===== config.mk =====
export PLATFORM = sky130hd
export DESIGN_NAME = mem_cmd_slice_chain
export DESIGN_NICKNAME = d
export VERILOG_FILES = /design/src/rtl/mem_cmd_pkg.sv /design/src/rtl/mem_cmd_slice_stage.sv /design/src/rtl/mem_cmd_slice_chain.sv
export SDC_FILE = /design/constraint.sdc
export NUM_CORES = 1
export LEC_CHECK = 0
export ABC_AREA = 1
export BUFFER_PORTS_ARGS = -buffer_cell sky130_fd_sc_hd__buf_4
export CAP_MARGIN = 20
export CORE_ASPECT_RATIO = 2
export CORE_MARGIN = 4
export CORE_UTILIZATION = 34
export DETAILED_ROUTE_END_ITERATION = 16
export PLACE_DENSITY = 0.66
export SLEW_MARGIN = 25
export SYNTH_ARGS = -nofsm -noshare
export SYNTH_HDL_FRONTEND = slang
export SYNTH_SLANG_ARGS = --single-unit

===== constraint.sdc =====
create_clock -name aclk -period 4.9 [get_ports aclk]
set_input_delay 0 -clock aclk [delete_from_list [all_inputs] [get_ports aclk]]
set_output_delay 0 -clock aclk [all_outputs]
set_load 0.05 [all_outputs]

===== src/rtl/mem_cmd_pkg.sv =====
// Shared definitions for the memory-command register-slice chain.
//   - Slice mode encodings selected per build through the MODE parameter.
//   - Default address/length widths and the packed command record.
//   - Helper returning the occupancy ceiling for a given mode/stage count.
package mem_cmd_pkg;

  localparam int unsigned MEM_CMD_SLICE_BYPASS = 0;
  localparam int unsigned MEM_CMD_SLICE_FULL   = 1;
  localparam int unsigned MEM_CMD_SLICE_FWD    = 2;

  localparam int unsigned MEM_CMD_ADDR_W = 64;
  localparam int unsigned MEM_CMD_LEN_W  = 32;

  typedef struct packed {
    logic [MEM_CMD_ADDR_W-1:0] address;
    logic [MEM_CMD_LEN_W-1:0]  length;
  } mem_cmd_t;

  // Commands a chain can hold: two per skid stage, one per forward stage,
  // none in bypass.
  function automatic int unsigned mem_cmd_occ_max(input int unsigned mode,
                                                  input int unsigned stages);
    int unsigned r;
    r = 0;
    if (mode == MEM_CMD_SLICE_FULL) r = 2 * stages;
    else if (mode == MEM_CMD_SLICE_FWD) r = stages;
    return r;
  endfunction

endpackage


===== src/rtl/mem_cmd_slice_stage.sv =====
// One valid/ready register slice carrying a flat W-bit command word.
//   MODE = MEM_CMD_SLICE_FULL : skid slice, main + skid entries, registered
//                               ready, no combinational path in->out.
//   MODE = MEM_CMD_SLICE_FWD  : forward slice, single entry, ready is
//                               combinational from out_ready_i.
// Ports:
//   aclk, areset           clock, asynchronous active-high reset
//   in_valid_i/in_ready_o  upstream handshake, in_data_i payload
//   out_valid_o/out_ready_i downstream handshake, out_data_o payload
module mem_cmd_slice_stage
  import mem_cmd_pkg::*;
#(
  parameter int unsigned W    = MEM_CMD_ADDR_W + MEM_CMD_LEN_W,
  parameter int unsigned MODE = MEM_CMD_SLICE_FULL
) (
  input  logic         aclk,
  input  logic         areset,
  input  logic         in_valid_i,
  output logic         in_ready_o,
  input  logic [W-1:0] in_data_i,
  output logic         out_valid_o,
  input  logic         out_ready_i,
  output logic [W-1:0] out_data_o
);

  generate
    if (MODE == MEM_CMD_SLICE_FWD) begin : g_fwd
      logic         valid_q, valid_d;
      logic [W-1:0] data_q, data_d;
      // Keeps ready low while in reset and releases it on the first edge after.
      logic         alive_q;

      assign in_ready_o  = alive_q && (!valid_q || out_ready_i);
      assign out_valid_o = valid_q;
      assign out_data_o  = data_q;

      always_comb begin
        valid_d = valid_q;
        data_d  = data_q;
        if (in_ready_o) begin
          valid_d = in_valid_i;
          if (in_valid_i) data_d = in_data_i;
        end
      end

      always_ff @(posedge aclk or posedge areset) begin
        if (areset) begin
          valid_q <= 1'b0;
          data_q  <= '0;
          alive_q <= 1'b0;
        end else begin
          valid_q <= valid_d;
          data_q  <= data_d;
          alive_q <= 1'b1;
        end
      end
    end else begin : g_full
      logic         main_valid_q, main_valid_d;
      logic [W-1:0] main_q, main_d;
      logic         skid_valid_q, skid_valid_d;
      logic [W-1:0] skid_q, skid_d;
      logic         rdy_q, rdy_d;
      logic         in_acc, out_acc;

      assign in_ready_o  = rdy_q;
      assign out_valid_o = main_valid_q;
      assign out_data_o  = main_q;
      assign in_acc      = in_valid_i && rdy_q;
      assign out_acc     = main_valid_q && out_ready_i;

      // rdy_q always equals !skid_valid_q out of reset, so an accepted input
      // never meets an occupied skid entry.
      always_comb begin
        main_valid_d = main_valid_q;
        main_d       = main_q;
        skid_valid_d = skid_valid_q;
        skid_d       = skid_q;
        if (!main_valid_q || out_acc) begin
          if (skid_valid_q) begin
            main_valid_d = 1'b1;
            main_d       = skid_q;
            skid_valid_d = 1'b0;
          end else if (in_acc) begin
            main_valid_d = 1'b1;
            main_d       = in_data_i;
          end else begin
            main_valid_d = 1'b0;
          end
        end else if (in_acc) begin
          skid_valid_d = 1'b1;
          skid_d       = in_data_i;
        end
        rdy_d = !skid_valid_d;
      end

      always_ff @(posedge aclk or posedge areset) begin
        if (areset) begin
          main_valid_q <= 1'b0;
          main_q       <= '0;
          skid_valid_q <= 1'b0;
          skid_q       <= '0;
          rdy_q        <= 1'b0;
        end else begin
          main_valid_q <= main_valid_d;
          main_q       <= main_d;
          skid_valid_q <= skid_valid_d;
          skid_q       <= skid_d;
          rdy_q        <= rdy_d;
        end
      end
    end
  endgenerate

endmodule


===== src/rtl/mem_cmd_slice_chain.sv =====
// Multi-stage register-slice pipeline for memory commands (address+length)
// on a valid/ready handshake, with an occupancy status counter.
// Ports:
//   aclk, areset                      clock, asynchronous active-high reset
//   s_cmd_valid/s_cmd_ready           upstream handshake
//   s_cmd_address/s_cmd_length        upstream command fields
//   m_cmd_valid/m_cmd_ready           downstream handshake
//   m_cmd_address/m_cmd_length        downstream command fields
//   occupancy                         commands currently held in the chain
// MODE 0 is a pure wire path; MODE 1/2 cascade STAGES slice stages.
module mem_cmd_slice_chain
  import mem_cmd_pkg::*;
#(
  parameter  int unsigned ADDR_W = MEM_CMD_ADDR_W,
  parameter  int unsigned LEN_W  = MEM_CMD_LEN_W,
  parameter  int unsigned STAGES = 1,
  parameter  int unsigned MODE   = MEM_CMD_SLICE_FULL,
  localparam int unsigned OCC_W  = $clog2(2 * STAGES + 1)
) (
  input  logic              aclk,
  input  logic              areset,
  input  logic              s_cmd_valid,
  output logic              s_cmd_ready,
  input  logic [ADDR_W-1:0] s_cmd_address,
  input  logic [LEN_W-1:0]  s_cmd_length,
  output logic              m_cmd_valid,
  input  logic              m_cmd_ready,
  output logic [ADDR_W-1:0] m_cmd_address,
  output logic [LEN_W-1:0]  m_cmd_length,
  output logic [OCC_W-1:0]  occupancy
);

  localparam int unsigned      W       = ADDR_W + LEN_W;
  localparam logic [OCC_W-1:0] OCC_MAX = OCC_W'(mem_cmd_occ_max(MODE, STAGES));

  logic             s_acc, m_acc;
  logic [OCC_W-1:0] occ_q, occ_d;

  generate
    if (MODE == MEM_CMD_SLICE_BYPASS) begin : g_bypass
      assign m_cmd_valid   = s_cmd_valid;
      assign m_cmd_address = s_cmd_address;
      assign m_cmd_length  = s_cmd_length;
      assign s_cmd_ready   = m_cmd_ready;
      // Nothing is ever held, so the counter is pinned at zero.
      assign s_acc         = 1'b0;
      assign m_acc         = 1'b0;
    end else begin : g_chain
      logic         vld [STAGES+1];
      logic         rdy [STAGES+1];
      logic [W-1:0] dat [STAGES+1];

      assign vld[0]      = s_cmd_valid;
      assign dat[0]      = {s_cmd_address, s_cmd_length};
      assign s_cmd_ready = rdy[0];

      for (genvar k = 0; k < STAGES; k++) begin : g_stage
        mem_cmd_slice_stage #(
          .W    (W),
          .MODE (MODE)
        ) u_stage (
          .aclk        (aclk),
          .areset      (areset),
          .in_valid_i  (vld[k]),
          .in_ready_o  (rdy[k]),
          .in_data_i   (dat[k]),
          .out_valid_o (vld[k+1]),
          .out_ready_i (rdy[k+1]),
          .out_data_o  (dat[k+1])
        );
      end

      assign rdy[STAGES]   = m_cmd_ready;
      assign m_cmd_valid   = vld[STAGES];
      assign m_cmd_address = dat[STAGES][W-1:LEN_W];
      assign m_cmd_length  = dat[STAGES][LEN_W-1:0];
      assign s_acc         = s_cmd_valid && s_cmd_ready;
      assign m_acc         = m_cmd_valid && m_cmd_ready;
    end
  endgenerate

  always_comb begin
    occ_d = occ_q;
    if (s_acc && !m_acc)      occ_d = occ_q + OCC_W'(1);
    else if (!s_acc && m_acc) occ_d = occ_q - OCC_W'(1);
  end

  always_ff @(posedge aclk or posedge areset) begin
    if (areset) occ_q <= '0;
    else        occ_q <= occ_d;
  end

  assign occupancy = occ_q;

  a_occ_no_overflow: assert property (@(posedge aclk) disable iff (areset)
    !(s_acc && !m_acc && occ_q == OCC_MAX));
  a_occ_no_underflow: assert property (@(posedge aclk) disable iff (areset)
    !(m_acc && !s_acc && occ_q == '0));

endmodule


### Word-level counts from Yosys, hierarchy flattened

Index checks and enable logic that the tools add are counted.

* flip-flop bits (word level): 197
* bits in latches: 0
* RAM bits: 0
* ROM bits: 0
* bits of input ports: 100
* output and inout port bits: 100
* logic and storage cells: 30
* memories kept: 0

* add/sub/neg operators: 2
* multipliers: 0
* div/mod/pow operators: 0
* order comparisons: 0
* equal/unequal tests: 0
* shift-type cells: 0
* mux-type cells: 8
* bitwise operators: 1
* reduce and logical (&&, ||, !) cells: 13

Operator list (count)
* 96-bit 2-to-1 mux: 2
* 1-bit logical AND: 4
* 1-bit zero test: 4
* 1-bit 2-to-1 mux: 4
* 2-bit 2-to-1 mux: 2
* 2-bit AND reduction: 2
* 2-bit nonzero test: 2
* 2-bit by 1-bit adder with 2-bit output (second input constant): 1
* 2-bit by 1-bit subtractor with 2-bit output (second input constant): 1
* 1-bit logical OR: 1
* 1-bit NOT: 1

### Logic depth before layout (Yosys ltp)

* depth in word-level cells: 5
* gate-level depth with buffers: 9
* mapped depth without buffers: 8

### By module

A second synthesis with hierarchy kept.

* cell total of the unflattened synthesis: 1164
* area, all modules: 8837.2 µm²

By module, submodules not included
* mem_cmd_slice_stage: times used 1, cells an instance 1142, area an instance 8698.3 µm², sequential area each 4879.7 µm²
* mem_cmd_slice_chain: times used 1, cells an instance 22, area an instance 138.9 µm², sequential area each 50.0 µm²

### Worst setup path after synthesis

No wires, ideal clock.

* path kind: reg-to-reg
* start point: register g_chain.g_stage[0].u_stage.g_full.rdy_q
* end point: register occ_q[1] (netlist: occupancy[1])
* setup time: 119 ps
* arrival: 1772 ps
* required time: 4781 ps
* setup slack: 3009 ps
* stages on the path, launching flop included: 9
* buffers on the path: 1
* period minus slack after synthesis: 1891 ps
* path through: dfrtp_1 -> nand2_1 -> inv_2 -> clkbuf_1 -> ha_1 -> inv_1 -> nand3_1 -> nand2_1 -> nand2_1

* word-level cells in the longest chain between the ends: 4
* elaborated cells between the ends (all ways): 6
* those cells by class: 1 x mux; 5 x reduce/logical

Ends and longest elaborated chain
* start, declared: line mem_cmd_slice_stage.sv:62 `logic rdy_q, rdy_d;`
* start signal, assigned: line mem_cmd_slice_stage.sv:108 `rdy_q <= rdy_d;`
* 1-bit logical AND *: line mem_cmd_slice_chain.sv:77 `assign s_acc = s_cmd_valid && s_cmd_ready;`
* 1-bit zero test: line mem_cmd_slice_chain.sv:85 `else if (!s_acc && m_acc) occ_d = occ_q - OCC_W'(1);`
* 1-bit logical AND: line mem_cmd_slice_chain.sv:85
* 2-bit nonzero test (no line)
* end signal, assigned: line mem_cmd_slice_chain.sv:89 `if (areset) occ_q <= '0;`
* end signal, assigned: line mem_cmd_slice_chain.sv:90 `else occ_q <= occ_d;`
* end, declared: line mem_cmd_slice_chain.sv:37 `logic [OCC_W-1:0] occ_q, occ_d;`

Mark *: on every way between the ends. The rest lies on a longest branch, timed or not.
A chain may end at the register's enable or synchronous reset.

### Final worst setup path

* start point: register g_chain.g_stage[0].u_stage.g_full.main_valid_q
* end point: register g_chain.g_stage[0].u_stage.g_full.skid_q[58]

* word-level cells in the longest chain between the ends: 4
* elaborated cells between the ends (all ways): 5
* those cells by class: 1 x bitwise; 4 x reduce/logical

Ends and longest elaborated chain
* start, declared: line mem_cmd_slice_stage.sv:58 `logic main_valid_q, main_valid_d;`
* start signal, assigned: line mem_cmd_slice_stage.sv:104 `main_valid_q <= main_valid_d;`
* 1-bit zero test or 1-bit logical AND (tied branches): line mem_cmd_slice_stage.sv:78, mem_cmd_slice_stage.sv:69
* 1-bit logical OR *: line mem_cmd_slice_stage.sv:78 `if (!main_valid_q || out_acc) begin`
* 1-bit NOT (no line) *
* 2-bit AND reduction (no line) *
* end signal, assigned: line mem_cmd_slice_stage.sv:107 `skid_q <= skid_d;`
* end, declared: line mem_cmd_slice_stage.sv:61 `logic [W-1:0] skid_q, skid_d;`

Marked as above.

==> impl_metrics.env <==
export IMPL_cts_tree="yes"
export IMPL_clock_sinks=197
export IMPL_finalCriticalPeriod_ps=2140
export IMPL_startpoint_type="register"
export IMPL_worst_slew_pin_slew_ps=803
export IMPL_global_route_overflow_total=0
export IMPL_floorplan_die_area_um2=29300
export IMPL_ant_nets=0
export IMPL_timing_final_max_slew_violations=0
export IMPL_gp_congestion=0.788
export IMPL_vdd_drop_max_uv=223
export IMPL_seqCellArea_um2=4930
export IMPL_die_x_um=123
export IMPL_post_route_drc_count=0
export IMPL_syn_avg_cell_area_um2=7.69
export IMPL_postSynth_topFlopCell="sky130_fd_sc_hd__dfrtp_1"
export IMPL_grt_pass1_vias=8579
export IMPL_max_slew_margin_rel=0.465
export IMPL_boundaryPins=200
export IMPL_tritoncts_num_buffers=17
export IMPL_synth_enable_flop_cells=0
export IMPL_netlist_top_cells_count="sky130_fd_sc_hd__nand2_1, sky130_fd_sc_hd__dfrtp_1, sky130_fd_sc_hd__nand3_1"
export IMPL_ys_types=16
export IMPL_rsz_0062_raised_after_global_routing="no"
export IMPL_status="complete, no violations"
export IMPL_final_critical_path_setup_slack_ps=2760
export IMPL_dp_hpwl_mm=15.2
export IMPL_wl_per_cell_um=15.0
export IMPL_grt_max_degree=175
export IMPL_clock_skew_ps=12.3
export IMPL_reg2reg_setup_slack_ps=2760
export IMPL_worst_path_max_fanout=99
export IMPL_drv_max_cap_violation_count=0
export IMPL_synth_fp_nets=1269
export IMPL_antenna_found_initial=1
export IMPL_floorplan_initialDensity=0.348
export IMPL_netlist_area_leader_share=0.549
export IMPL_cts_clk_slew_worst_paths_ps=70
export IMPL_area_of_the_core_region_um2=25900
export IMPL_route_final_wire_length_mm=26.3
export IMPL_finalSetupViolations=0
export IMPL_postSynthRegisterBits=197
export IMPL_die_h_um=238
export IMPL_track_usage=0.185
export IMPL_post_cts_resized=0
export IMPL_timing_worst_setup_path_type="register to register"
export IMPL_critical_path_endpoint_type="register"
export IMPL_placement_rows=83
export IMPL_fin_crit_sh=0.436
export IMPL_synthesis_instances=1168
export IMPL_cp_required_ps=5270
export IMPL_drt_iter0_drc=562
export IMPL_setup_tns_ps=0
export IMPL_drt_pass1_iter_count=5
export IMPL_most_frequent_cell_after_synthesis="sky130_fd_sc_hd__nand2_1"
export IMPL_io_buffer_count=199
export IMPL_buffer_cell_driving_the_clock_tree_root="sky130_fd_sc_hd__clkbuf_16"
export IMPL_achievable_frequency_mhz=468
export IMPL_first_pass_grt_wire_length_mm=42.9
export IMPL_final_net_count=1510
export IMPL_synthToLayoutAreaGrowth_pct=35.1
export IMPL_multiInputGateArea_um2=3620
export IMPL_synthTopCellsByArea="sky130_fd_sc_hd__dfrtp_1, sky130_fd_sc_hd__nand2_1, sky130_fd_sc_hd__nand3_1"
export IMPL_timing_hold_violations_final=0
export IMPL_holdCritPathClass="input port to register"
export IMPL_placement_setup_worst_slack_ps=2530
export IMPL_critPathArrivalTime_ps=2500
export IMPL_synthesis_area_um2=8990
export IMPL_power_density_nw_per_um2=504
export IMPL_async_flop_share=1.00
export IMPL_vias=8436
export IMPL_final_layout_size_suffix_gt1_frac=0.172
export IMPL_cts_path_max_buffers=2
export IMPL_synthesis_yosys_warnings=0
export IMPL_post_drt_via_cell_ratio=4.79
export IMPL_htree_num_levels=4
export IMPL_synth_seq_area_share=0.549
export IMPL_worstSkewPairLatency_ps=440
export IMPL_power_leakage_nw=6.66
export IMPL_netlist_top_cell_by_area="sky130_fd_sc_hd__dfrtp_1"
export IMPL_filler_cells_inserted=2489
path summary, 6_finish.rpt:
path / startpoint / to / cells past startpoint
min in group asynchronous: areset / g_chain.g_stage[0].u_stage.out_data_o[16] / 3
max in group asynchronous: areset / g_chain.g_stage[0].u_stage.out_data_o[58] / 5
worst min register to register: g_chain.g_stage[0].u_stage.g_full.skid_q[1] / g_chain.g_stage[0].u_stage.g_full.skid_q[1] / 2
worst max-delay path: g_chain.g_stage[0].u_stage.out_valid_o / g_chain.g_stage[0].u_stage.g_full.skid_q[58] / 5
worst max register to register: g_chain.g_stage[0].u_stage.out_valid_o / g_chain.g_stage[0].u_stage.g_full.skid_q[58] / 5
worst min-delay path: m_cmd_ready / occupancy[0] / 4
area by class of cell:
cell class / instances / area share
Sequential cell: 197 / 0.406
Clock buffer: 20 / 0.0368
Multi-Input combinational cell: 880 / 0.298
Inverter: 10 / 0.00381
Timing Repair Buffer: 303 / 0.212
Antenna cell: 1 / 0.000206
Clock inverter: 11 / 0.00835
Tap cell: 340 / 0.0350
per-stage QoR:
step	cell area [um2]	std cells	power (mW)	hold WS (ps)	utilization
after CTS	12100	1760	6.19	4.86	0.467
after global routing	12100	1762	6.48	42.4	0.470
after detailed placement	10600	1632	4.76	77.0	0.409
after global placement	10500	1632	4.71	71.1	0.408
after floorplan	8990	1168	4.03	145	-
final	12100	1762	6.12	19.0	0.470
what timing repair did:
item	CTS	global route
hold buffers	97	0
endpoints found under the hold margin	215	0
setup buffers	0	0
power breakdown:
part	internal (mW)	switching, mW	total [mW]
Sequential	2.13	0.289	2.42
Combinational	0.714	1.65	2.36
Clock	0.713	0.630	1.34
Total	3.56	2.57	6.12
cell families after synthesis:
group         after synthesis  synth area share
flops                     197             0.549
simple gates              878             0.397
fa+ha+maj                   1           0.00139
xor+xnor                    1          0.000975
buf+inv                    91            0.0524
critical path, stage by stage (launching register included):
cell	delay, ps
sky130_fd_sc_hd__dfrtp_1	460
sky130_fd_sc_hd__nand2_8	380
sky130_fd_sc_hd__clkinv_2	260
sky130_fd_sc_hd__buf_6	620
sky130_fd_sc_hd__nand3_1	150
sky130_fd_sc_hd__nand2_1	120
routing by layer:
layer  up-vias  wire [um]  global-route usage
li1       4121          -                   -
met1      4004      10200               0.213
met2       249      14100               0.329
met3        62       1120              0.0249
met4         0        931              0.0931
met5         -          0                   0
state kept, by name, summed over array words and instances, names as in the netlist:
signal,cells
g_chain.g_stage.u_stage.g_full.skid_q,96
g_chain.g_stage.u_stage.g_full.skid_valid_q,1
g_chain.g_stage.u_stage.in_ready_o,1
g_chain.g_stage.u_stage.out_data_o,96
g_chain.g_stage.u_stage.out_valid_o,1
occupancy,2
cell usage in the layout, fill, tap and decap left out, types with 2 or more instances in the layout:
| cell | count |
|---|---|
| sky130_fd_sc_hd__buf_4 | 199 |
| sky130_fd_sc_hd__nand3_1 | 193 |
| sky130_fd_sc_hd__inv_6 | 2 |
| sky130_fd_sc_hd__clkinv_2 | 5 |
| sky130_fd_sc_hd__buf_6 | 5 |
| sky130_fd_sc_hd__inv_1 | 5 |
| sky130_fd_sc_hd__nand2_8 | 3 |
| sky130_fd_sc_hd__dlygate4sd3_1 | 97 |
| sky130_fd_sc_hd__dfrtp_1 | 196 |
| sky130_fd_sc_hd__nand2_1 | 680 |
| sky130_fd_sc_hd__clkbuf_16 | 17 |
| sky130_fd_sc_hd__clkbuf_1 | 2 |
| sky130_fd_sc_hd__clkinvlp_4 | 5 |
No activity file was read; power rests on OpenSTA's default activity.
